**src/rtl/d_sram_axi_bridge_if.sv**
```systemverilog
// d_sram_axi_bridge_if: cache-side SRAM-like data port and single-beat AXI4 bus bundles
interface d_sram_if #(parameter int ADDR_W = 32);
  logic              en;
  logic [3:0]        wen;
  logic [ADDR_W-1:0] addr;
  logic [31:0]       wdata;
  logic [31:0]       rdata;
  logic              stall;
  modport master (output en, wen, addr, wdata, input rdata, stall);
  modport slave  (input en, wen, addr, wdata, output rdata, stall);
endinterface

interface d_axi_if #(parameter int ADDR_W = 32);
  logic [3:0]        arid;
  logic [ADDR_W-1:0] araddr;
  logic [7:0]        arlen;
  logic [2:0]        arsize;
  logic              arvalid;
  logic              arready;
  logic [31:0]       rdata;
  logic              rlast;
  logic              rvalid;
  logic              rready;
  logic [3:0]        awid;
  logic [ADDR_W-1:0] awaddr;
  logic [7:0]        awlen;
  logic [2:0]        awsize;
  logic              awvalid;
  logic              awready;
  logic [31:0]       wdata;
  logic [3:0]        wstrb;
  logic              wlast;
  logic              wvalid;
  logic              wready;
  logic              bvalid;
  logic              bready;
  modport master (
    output arid, araddr, arlen, arsize, arvalid, rready,
           awid, awaddr, awlen, awsize, awvalid, wdata, wstrb, wlast, wvalid, bready,
    input  arready, rdata, rlast, rvalid, awready, wready, bvalid
  );
  modport slave (
    input  arid, araddr, arlen, arsize, arvalid, rready,
           awid, awaddr, awlen, awsize, awvalid, wdata, wstrb, wlast, wvalid, bready,
    output arready, rdata, rlast, rvalid, awready, wready, bvalid
  );
endinterface

```
**src/rtl/d_sram_axi_bridge.sv**
```systemverilog
// d_sram_axi_bridge: turns the data-cache SRAM port into single-beat AXI4 reads/writes, one at a time
module d_sram_axi_bridge #(
  parameter logic [3:0] AXI_ID = 4'd1,
  parameter int         ADDR_W = 32
) (
  input  logic    clk_i,
  input  logic    rst_ni,
  d_sram_if.slave sram,
  d_axi_if.master axi
);
  typedef enum logic [2:0] {IDLE, RD_ADDR, RD_DATA, WR, WR_RESP, DONE} state_e;
  state_e            state_q, state_d;
  logic [ADDR_W-1:0] addr_q, addr_d;
  logic [31:0]       wdata_q, wdata_d, rdata_q, rdata_d;
  logic [3:0]        wen_q, wen_d;
  logic              aw_done_q, aw_done_d, w_done_q, w_done_d;
  always_ff @(posedge clk_i or negedge rst_ni) begin
    if (!rst_ni) begin
      state_q   <= IDLE;
      addr_q    <= '0;
      wdata_q   <= '0;
      rdata_q   <= '0;
      wen_q     <= '0;
      aw_done_q <= 1'b0;
      w_done_q  <= 1'b0;
    end else begin
      state_q   <= state_d;
      addr_q    <= addr_d;
      wdata_q   <= wdata_d;
      rdata_q   <= rdata_d;
      wen_q     <= wen_d;
      aw_done_q <= aw_done_d;
      w_done_q  <= w_done_d;
    end
  end
  always_comb begin
    state_d   = state_q;
    addr_d    = addr_q;
    wdata_d   = wdata_q;
    rdata_d   = rdata_q;
    wen_d     = wen_q;
    aw_done_d = aw_done_q;
    w_done_d  = w_done_q;
    case (state_q)
      IDLE: if (sram.en) begin
        addr_d    = sram.wen == 4'b0 ? {sram.addr[ADDR_W-1:2], 2'b00} : sram.addr;
        wdata_d   = sram.wdata;
        wen_d     = sram.wen;
        aw_done_d = 1'b0;
        w_done_d  = 1'b0;
        state_d   = sram.wen == 4'b0 ? RD_ADDR : WR;
      end
      RD_ADDR: state_d = axi.arready ? RD_DATA : RD_ADDR;
      RD_DATA: if (axi.rvalid) begin
        rdata_d = axi.rdata;
        state_d = DONE;
      end
      WR: begin
        // AW and W complete independently, possibly in the same cycle
        aw_done_d = aw_done_q | (axi.awvalid & axi.awready);
        w_done_d  = w_done_q | (axi.wvalid & axi.wready);
        state_d   = aw_done_d & w_done_d ? WR_RESP : WR;
      end
      WR_RESP: state_d = axi.bvalid ? DONE : WR_RESP;
      default: state_d = IDLE;
    endcase
  end
  assign sram.rdata  = rdata_q;
  assign sram.stall  = sram.en & (state_q != DONE);
  assign axi.arid    = AXI_ID;
  assign axi.araddr  = addr_q;
  assign axi.arlen   = 8'd0;
  assign axi.arsize  = 3'b010;
  assign axi.arvalid = state_q == RD_ADDR;
  assign axi.rready  = state_q == RD_DATA;
  assign axi.awid    = AXI_ID;
  assign axi.awaddr  = addr_q;
  assign axi.awlen   = 8'd0;
  assign axi.awsize  = (wen_q == 4'b0011 || wen_q == 4'b1100) ? 3'd1 :
                       (wen_q != 4'b0 && (wen_q & (wen_q - 4'd1)) == 4'b0) ? 3'd0 : 3'd2;
  assign axi.awvalid = state_q == WR && !aw_done_q;
  assign axi.wdata   = wdata_q;
  assign axi.wstrb   = wen_q;
  assign axi.wlast   = 1'b1;
  assign axi.wvalid  = state_q == WR && !w_done_q;
  assign axi.bready  = state_q == WR_RESP;
endmodule

```
**src/flat_wrapper.sv**
```systemverilog
// flat-port wrapper written by rule: the top's interface ports become plain ports
module d_sram_axi_bridge_flat 
#(
  parameter logic [3:0] AXI_ID = 4'd1,
  parameter int         ADDR_W = 32
)
  (clk_i, rst_ni, sram_en, sram_wen, sram_addr, sram_wdata, sram_rdata, sram_stall, axi_arid, axi_araddr, axi_arlen, axi_arsize, axi_arvalid, axi_rready, axi_awid, axi_awaddr, axi_awlen, axi_awsize, axi_awvalid, axi_wdata, axi_wstrb, axi_wlast, axi_wvalid, axi_bready, axi_arready, axi_rdata, axi_rlast, axi_rvalid, axi_awready, axi_wready, axi_bvalid);
  d_sram_if #(.ADDR_W(ADDR_W)) sram_i ();
  d_axi_if #(.ADDR_W(ADDR_W)) axi_i ();
  input  logic clk_i;
  input  logic rst_ni;
  input wire logic [$bits(sram_i.en)-1:0] sram_en;
  input wire logic [$bits(sram_i.wen)-1:0] sram_wen;
  input wire logic [$bits(sram_i.addr)-1:0] sram_addr;
  input wire logic [$bits(sram_i.wdata)-1:0] sram_wdata;
  output wire logic [$bits(sram_i.rdata)-1:0] sram_rdata;
  output wire logic [$bits(sram_i.stall)-1:0] sram_stall;
  output wire logic [$bits(axi_i.arid)-1:0] axi_arid;
  output wire logic [$bits(axi_i.araddr)-1:0] axi_araddr;
  output wire logic [$bits(axi_i.arlen)-1:0] axi_arlen;
  output wire logic [$bits(axi_i.arsize)-1:0] axi_arsize;
  output wire logic [$bits(axi_i.arvalid)-1:0] axi_arvalid;
  output wire logic [$bits(axi_i.rready)-1:0] axi_rready;
  output wire logic [$bits(axi_i.awid)-1:0] axi_awid;
  output wire logic [$bits(axi_i.awaddr)-1:0] axi_awaddr;
  output wire logic [$bits(axi_i.awlen)-1:0] axi_awlen;
  output wire logic [$bits(axi_i.awsize)-1:0] axi_awsize;
  output wire logic [$bits(axi_i.awvalid)-1:0] axi_awvalid;
  output wire logic [$bits(axi_i.wdata)-1:0] axi_wdata;
  output wire logic [$bits(axi_i.wstrb)-1:0] axi_wstrb;
  output wire logic [$bits(axi_i.wlast)-1:0] axi_wlast;
  output wire logic [$bits(axi_i.wvalid)-1:0] axi_wvalid;
  output wire logic [$bits(axi_i.bready)-1:0] axi_bready;
  input wire logic [$bits(axi_i.arready)-1:0] axi_arready;
  input wire logic [$bits(axi_i.rdata)-1:0] axi_rdata;
  input wire logic [$bits(axi_i.rlast)-1:0] axi_rlast;
  input wire logic [$bits(axi_i.rvalid)-1:0] axi_rvalid;
  input wire logic [$bits(axi_i.awready)-1:0] axi_awready;
  input wire logic [$bits(axi_i.wready)-1:0] axi_wready;
  input wire logic [$bits(axi_i.bvalid)-1:0] axi_bvalid;
  assign sram_i.en = sram_en;
  assign sram_i.wen = sram_wen;
  assign sram_i.addr = sram_addr;
  assign sram_i.wdata = sram_wdata;
  assign sram_rdata = sram_i.rdata;
  assign sram_stall = sram_i.stall;
  assign axi_arid = axi_i.arid;
  assign axi_araddr = axi_i.araddr;
  assign axi_arlen = axi_i.arlen;
  assign axi_arsize = axi_i.arsize;
  assign axi_arvalid = axi_i.arvalid;
  assign axi_rready = axi_i.rready;
  assign axi_awid = axi_i.awid;
  assign axi_awaddr = axi_i.awaddr;
  assign axi_awlen = axi_i.awlen;
  assign axi_awsize = axi_i.awsize;
  assign axi_awvalid = axi_i.awvalid;
  assign axi_wdata = axi_i.wdata;
  assign axi_wstrb = axi_i.wstrb;
  assign axi_wlast = axi_i.wlast;
  assign axi_wvalid = axi_i.wvalid;
  assign axi_bready = axi_i.bready;
  assign axi_i.arready = axi_arready;
  assign axi_i.rdata = axi_rdata;
  assign axi_i.rlast = axi_rlast;
  assign axi_i.rvalid = axi_rvalid;
  assign axi_i.awready = axi_awready;
  assign axi_i.wready = axi_wready;
  assign axi_i.bvalid = axi_bvalid;
  d_sram_axi_bridge #(.AXI_ID(AXI_ID), .ADDR_W(ADDR_W)) u_core (.clk_i(clk_i), .rst_ni(rst_ni), .sram(sram_i), .axi(axi_i));
endmodule
```
**config.mk**
```make
export PLATFORM = sky130hd
export DESIGN_NAME = d_sram_axi_bridge_flat
export DESIGN_NICKNAME = d
export VERILOG_FILES = /design/src/rtl/d_sram_axi_bridge_if.sv /design/src/rtl/d_sram_axi_bridge.sv /design/src/flat_wrapper.sv
export SDC_FILE = /design/constraint.sdc
export NUM_CORES = 1
export LEC_CHECK = 0
export ABC_CLOCK_PERIOD_IN_PS = 4000
export CAP_MARGIN = 20
export CORE_MARGIN = 10
export CORE_UTILIZATION = 41
export DETAILED_ROUTE_END_ITERATION = 10
export HOLD_SLACK_MARGIN = 0.06
export PLACE_DENSITY = 0.87
export SETUP_SLACK_MARGIN = 0.1
export SLEW_MARGIN = 20
export SYNTH_ARGS = -nofsm -noshare
export SYNTH_HDL_FRONTEND = slang
export SYNTH_SLANG_ARGS = --single-unit
export TNS_END_PERCENT = 5
```
**constraint.sdc**
```tcl
create_clock -name clk_i -period 4 [get_ports clk_i]
set_input_delay 0.6 -clock clk_i [delete_from_list [all_inputs] [get_ports clk_i]]
set_output_delay 0.6 -clock clk_i [all_outputs]
set_load 0.005 [all_outputs]
```
==> results of run 1 <==
[critical path: cells and delay by family, from the launching register on]
kind	cells	cell delay (ps)
and+or+nand+nor	1	390
DFF	1	630
buffers and inverters	1	610
[power breakdown]
| group | switching, mW | total [mW] | internal (mW) |
|---|---|---|---|
| clock network | 0.373 | 0.919 | 0.546 |
| logic | 0.934 | 2.50 | 1.57 |
| registers | 0.381 | 1.95 | 1.57 |
[sequential cells by signal, summed over array words and instances, names as in the netlist]
name / cells
u_core.aw_done_q: 1
u_core.axi.wstrb: 4
u_core.w_done_q: 1
u_core.sram.rdata: 32
u_core.axi.araddr: 32
u_core.state_q: 3
u_core.axi.wdata: 32
[cells by family after synthesis]
| family | after synthesis | synth area share |
|---|---|---|
| buf+inv | 85 | 0.130 |
| compound gates | 14 | 0.0209 |
| simple gates | 225 | 0.195 |
| other cells | 2 | 0.00163 |
| mux | 33 | 0.0803 |
| flops | 105 | 0.570 |
| xor+xnor | 1 | 0.00190 |
[layout make-up]
type                            count  area, um^2  share of cell area
Clock buffer                       10         229              0.0321
Timing Repair Buffer              252        2510               0.352
Multi-Input combinational cell    302        1490               0.210
Clock inverter                      6        82.6              0.0116
Inverter                            2        7.51             0.00105
Sequential cell                   105        2630               0.369
Tap cell                          140         175              0.0246
[cell usage after synthesis, drive strengths merged, types with 2 or more instances]
cell and count:
a21oi 3, inv 2, nor3b 2, conb 2, dfrtp 105, and2 2
mux2 32, nor2 8, nand3 3, o21ai 2, buf 74, a22o 2
clkbuf 9, nand2 202, a211oi 2
[routing by layer]
layer	track usage	wire length, um	part of all wire	up-vias
li1	-	-	-	1782
met4	0.0502	178	0.012	0
met2	0.305	7180	0.49	193
met1	0.196	5750	0.39	1807
met5	0	0	0	-
met3	0.0713	1440	0.099	13
[worst paths after layout]
check | start | to | slack, ps
max reg2reg | u_core.state_q[0]$_DFFE_PN0P_ | u_core.axi.araddr[0]$_DFFE_PN0P_ | 1690
min | rst_ni | u_core.sram.rdata[29]$_DFFE_PN0P_ | 380
min reg2reg | u_core.axi.wdata[6]$_DFFE_PN0P_ | u_core.axi.wdata[6]$_DFFE_PN0P_ | 480
max in group asynchronous | rst_ni | u_core.axi.wdata[0]$_DFFE_PN0P_ | 2620
max | u_core.state_q[0]$_DFFE_PN0P_ | axi_arvalid | 1430
min in group clk_i | u_core.axi.wdata[6]$_DFFE_PN0P_ | u_core.axi.wdata[6]$_DFFE_PN0P_ | 480
==> results by group, run 1 <==
Cells and area
  • Share of cells above drive strength 1: 0.0827
  • Design area: 0.00712 mm^2
  • Commonest cells after routing, fill and taps aside: 246 x clkdlybuf4s50_1, 202 x nand2_1, 105 x dfrtp_1
  • Most common cell after layout, fill and taps aside: clkdlybuf4s50_1
  • Ant. Diodes: 0
  • P&R area growth vs syn: 54.5%
  • Fillers: between 800 and 900
  • Layout Cells excl Fill: 817
  • Final Core Density: 0.651
  • Nets: between 700 and 800

Worst setup path
  • CP max-delay cell: dfrtp_1
  • Worst Setup Start Kind: register
  • WP data arrival: 1970 ps
  • Critical-path maximum fanout: 14
  • CP Capture Type: output port
  • Setup CP Type: reg -> out
  • WP data required: between 3000 and 4000 ps
  • Critical Path Max Stage Delay: between 600 and 700 ps
  • Worst r2r path cells: 3
  • Cell Chain, Critical Path: nor3b_1 -> clkdlybuf4s50_1

STA
  • Measured slew at the worst slew-check pin: between 800 and 900 ps
  • Pins Over Slew Limit: 0
  • Fmax: 389 MHz
  • Setup tns final: 0 ps
  • Final setup viols: 0
  • Fin Hold WS: around 380 ps
  • RSZ-0062 raised after global routing: false
  • Final number of hold-violating endpoints: 0
  • Final WS setup: roughly 1400 ps
  • Minimum clock period: roughly 2600 ps
  • Relative slew slack: 0.421
  • Final critical-path share of the clock period: 0.643
  • Layout Skew: 6.02 ps

Drt
  • DR pass1 iterations: 4
  • Routed via count: 3795
  • Vias per Instance: between 4 and 5
  • Final wirelength: between 10 and 15 mm
  • Detail Route Antenna Nets: 0
  • Drt first-iter violations: 219
  • WL/cell: between 15 and 20 um
  • DRC Markers: 0

Placed design
  • Gpl congestion: 0.813
  • DP Area: between 0.006 and 0.007 mm^2
  • Placed Cells: about 800
  • Detailed placer's ending HPWL: between 10 and 15 mm
  • IO Port Bufs: roughly 250
  • Place WS: 1130 ps

Clock network
  • Number of hold buffers added after CTS: 0
  • Clock buffer depth: 2
  • Post-CTS Resized: 0
  • Clk_lat worst skew: around 330 ps
  • Clock Sinks: about 110
  • CTS clk-pin slew, worst paths: roughly 70 ps
  • Clk root buf: clkbuf_16
  • CTS tree: done
  • # H-tree levels: 3
  • Postcts setup bufs: 0
  • TritonCTS Buffers: 9

Synth
  • Main synth FF type: dfrtp_1
  • Async set-or-reset flop fraction in the synthesized netlist: 1.00
  • Cell variety after synth: 35
  • Synth warn: 0
  • Post-synth EDFFs: 0
  • Mean post-synth cell area: slightly below 10 um^2
  • Synth area leader: dfrtp_1
  • Seq/Total Area, Yosys: 0.570
  • Top cells by area, synth: dfrtp_1 57%, nand2_1 16%, buf_4 10%
  • Yosys reg bits: 105
  • Synthesized area: 0.00461 mm^2
  • Post-Syn Instances: approximately 470
  • Yosys top cell area share: 0.570

Worst hold path
  • Worst Hold Class: in -> async

Die
  • Die width: between 100 and 150 um
  • Initial core utilization: 0.422
  • Die footprint: around 0.016 mm^2
  • Row Count: 38
  • Die Ht: about 130 um
  • Io pins: ~280
  • Core Box Area: 0.0109 mm^2

GRT
  • Total Routing Usage GR: 0.176
  • Largest net degree at the start of global routing: between 70 and 80
  • Remaining Overflow, GRT: 0
  • Vias in the first global route: about 4000
  • First-pass GRT wire length: 22.8 mm
  • Initial antenna violation count: 0

Run status
  • Run status: completed

Flow run
  • Max Cap Viol: 0

Pwr
  • Power Density: about 750 mW/mm^2
  • Peak supply drop: between 0.4 and 0.5 mV
  • Pwr Total: roughly 5.4 mW
  • Pleak: ~3.3 nW
Power figures use the tool's default switching activity.
==> run 2, diff against run 1 <==
--- a/config.mk
+++ b/config.mk
@@ -5,13 +5,13 @@
 export SDC_FILE = /design/constraint.sdc
 export NUM_CORES = 1
 export LEC_CHECK = 0
-export ABC_CLOCK_PERIOD_IN_PS = 4000
+export ABC_CLOCK_PERIOD_IN_PS = 2100
 export CAP_MARGIN = 20
 export CORE_MARGIN = 10
-export CORE_UTILIZATION = 41
+export CORE_UTILIZATION = 34
 export DETAILED_ROUTE_END_ITERATION = 10
 export HOLD_SLACK_MARGIN = 0.06
-export PLACE_DENSITY = 0.87
+export PLACE_DENSITY = 0.77
 export SETUP_SLACK_MARGIN = 0.1
 export SLEW_MARGIN = 20
 export SYNTH_ARGS = -nofsm -noshare
==> constraint.sdc (replaced) <==
create_clock -name clk_i -period 2.1 [get_ports clk_i]
set_input_delay 0.315 -clock clk_i [delete_from_list [all_inputs] [get_ports clk_i]]
set_output_delay 0.315 -clock clk_i [all_outputs]
set_load 0.005 [all_outputs]
==> results by group, run 2 (synthesis results as in run 1) <==
GRT
  • Vias in the first global route: 3936 (-4.4%)
  • Initial antenna violation count: 0 (unchanged)
  • Largest net degree at the start of global routing: 53 (-26%)
  • First-pass GRT wire length: 21.8 mm (-4.3%)
  • Remaining Overflow, GRT: 0 (unchanged)
  • Total Routing Usage GR: 0.150 (-0.0268)

Worst setup path
  • Cell Chain, Critical Path: buf_6 -> nand2_1 -> o21a_1 -> clkdlybuf4s50_1
  • Buffers & Inverters on Critical Path: 2 (+1)
  • Worst r2r src: u_core.state_q[0]$_DFFE_PN0P_
  • WP data required: 1780 ps (-1620 ps)
  • R2r setup slk: 260 ps (-1430 ps)
  • WP data arrival: 1630 ps (-340 ps)
  • Family with the most delay on the worst path: buffers and inverters
  • Worst Setup Start Kind: register
  • CP Capture Type: output port
  • Worst r2r path cells: 3 (unchanged)
  • CP max-delay cell: dfrtp_1
  • R2R Path End: u_core.axi.araddr[1]$_DFFE_PN0P_
  • Critical-path maximum fanout: 6 (-8)
  • Setup CP Type: reg -> out
  • Critical Path Max Stage Delay: 460 ps (-170 ps)

Die
  • Initial core utilization: 0.348 (-0.0734)
  • Die Ht: 136 um (+8.3%)
  • Die footprint: 0.0186 mm^2 (+17%)
  • Row Count: 42 (+11%)
  • Io pins: 278 (unchanged)
  • Core Box Area: 0.0132 mm^2 (+21%)
  • Die width: 136 um (+8.3%)

Cells and area
  • Share of cells above drive strength 1: 0.102 (+0.0195)
  • Nets: 789 (+1.0%)
  • Commonest cells after routing, fill and taps aside: 239 x clkdlybuf4s50_1, 202 x nand2_1, 103 x dfrtp_1
  • P&R area growth vs syn: 58.7%
  • Ant. Diodes: 0 (unchanged)
  • Fillers: 1154 (+35%)
  • Layout Cells excl Fill: 861 (+5.4%)
  • Most common cell after layout, fill and taps aside: clkdlybuf4s50_1

STA
  • Fmax: 513 MHz
  • Minimum clock period: roughly 1900 ps
  • Layout Skew: 5.06 ps (-0.959 ps)
  • Pins Over Slew Limit: 0 (unchanged)
  • Final number of hold-violating endpoints: 0 (unchanged)
  • Final setup viols: 0 (unchanged)
  • Setup tns final: 0 ps (unchanged)
  • Fin Hold WS: 461 ps (+78.3 ps)
  • Final WS setup: 151 ps (-1280 ps)
  • RSZ-0062 raised after global routing: false
  • Final critical-path share of the clock period: 0.928

Clock network
  • Clk_lat worst skew: 340 ps (about the same)
  • Clk root buf: clkbuf_16
  • # H-tree levels: 3 (unchanged)
  • Clock buffer depth: 2 (unchanged)
  • Postcts setup bufs: 0 (unchanged)
  • CTS tree: done
  • TritonCTS Buffers: 9 (unchanged)
  • Clock Sinks: 105 (unchanged)
  • CTS clk-pin slew, worst paths: 70 ps (about the same)

Drt
  • Final wirelength: 14.6 mm (about the same)
  • DRC Markers: 0 (unchanged)
  • Detail Route Antenna Nets: 0 (unchanged)
  • DR pass1 iterations: 6 (+2)
  • WL/cell: 16.9 um (-5.0%)
  • Routed via count: 3753 (-1.1%)
  • Vias per Instance: 4.36 (-6.2%)
  • Drt first-iter violations: 247 (+13%)

Placed design
  • Detailed placer's ending HPWL: 11.7 mm (+0.13%)
  • Place WS: 40.0 ps (-1090 ps)
  • IO Port Bufs: 247 (unchanged)
  • Placed Cells: 844 (+5.4%)
  • Gpl congestion: 0.786 (-3.2%)

Pwr
  • Peak supply drop: 0.662 mV (+65%)
  • Power Density: 1410 mW/mm^2 (+87%)
  • Pleak: 3.45 nW (+4.5%)

Worst hold path
  • Worst Hold Class: in -> async

Run status
  • Run status: completed

Flow run
  • Max Cap Viol: 0 (unchanged)
run 2: changes by cell type in the layout (fill, tap and decap cells not counted), sizes merged:
cell | previous run | this run
buf | 6 | 13
bufinv | 2 | 1
clkdlybuf4s50 | 246 | 239
clkbuf | 10 | 11
dlygate4sd3 | 0 | 1
dlygate4sd2 | 0 | 1
dlymetal6s2s | 0 | 6
run 2: how the worst max path moves through the flow:
stage | start | endpoint | cells past startpoint | slack, ps
2_1_floorplan | u_core.state_q[2]$_DFFE_PN0P_ | u_core.axi.wdata[10]$_DFFE_PN0P_ | 7 | 500
3_3_place_gp | sram_en | u_core.axi.araddr[1]$_DFFE_PN0P_ | 4 | 50
3_5_place_dp | sram_en | u_core.axi.araddr[0]$_DFFE_PN0P_ | 4 | 40
4_1_cts | u_core.state_q[0]$_DFFE_PN0P_ | axi_awvalid | 3 | 10
5_1_grt | u_core.state_q[2]$_DFFE_PN0P_ | sram_stall | 4 | 100
6_report | u_core.state_q[2]$_DFFE_PN0P_ | sram_stall | 4 | 150
run 2: worst register-to-register path, stage by stage (launching register included):
cell,delay (ps)
dfrtp_2,490
or4b_2,740
buf_12,220
a22o_1,280
run 2: repair_timing:
| item | in CTS | in global routing |
|---|---|---|
| endpoints found under the setup margin | 6 | 7 |
| pin swaps | 0 | 1 |
| hold buffers | 1 | 0 |
| hold endpoints to repair | 31 | 0 |
| cloned | 0 | 0 |
| resized for setup | 2 | 12 |
run 2: layout make-up:
type,count,area (um^2),area share
repair buffers,260,2640,0.361
flip-flops and latches,105,2630,0.360
multi-input cells,302,1500,0.206
clock buffers,11,253,0.0345
well taps,176,220,0.0301
clock inverters,5,63.8,0.00872
inverters,2,7.51,0.00103
run 2: metrics by stage:
| stage | util | cell area, um^2 | total power, mW |
|---|---|---|---|
| global placement | 0.526 | 6960 | 8.52 |
| global route | 0.552 | 7320 | 11.0 |
| finish | 0.552 | 7320 | 10.3 |
| floorplan | - | 4710 | 5.67 |
| CTS | 0.550 | 7290 | 10.5 |
| detailed placement | 0.526 | 6960 | 8.71 |
run 2: metal layers:
metal / global-route usage / vias to the layer above / part of all wire
met2: 0.275 / 149 / 0.54
met3: 0.0443 / 11 / 0.081
met4: 0.0485 / 0 / 0.012
met1: 0.160 / 1793 / 0.37
met5: 0 / - / 0
li1: - / 1800 / -
run 2: report_power, final:
part / internal (mW) / leakage, nW / switching (mW) / total (mW)
clock network: 0.996 / 0.152 / 0.736 / 1.73
registers: 3.00 / 1.29 / 0.666 / 3.67
logic: 3.07 / 2.00 / 1.83 / 4.91
==> run 3, diff against run 2 <==
--- a/config.mk
+++ b/config.mk
@@ -13,7 +13,6 @@
 export HOLD_SLACK_MARGIN = 0.06
 export PLACE_DENSITY = 0.77
 export SETUP_SLACK_MARGIN = 0.1
-export SLEW_MARGIN = 20
 export SYNTH_ARGS = -nofsm -noshare
 export SYNTH_HDL_FRONTEND = slang
 export SYNTH_SLANG_ARGS = --single-unit
==> results of run 3 <==
No change in the layout: final DEF, timing and power equal those of run 2.
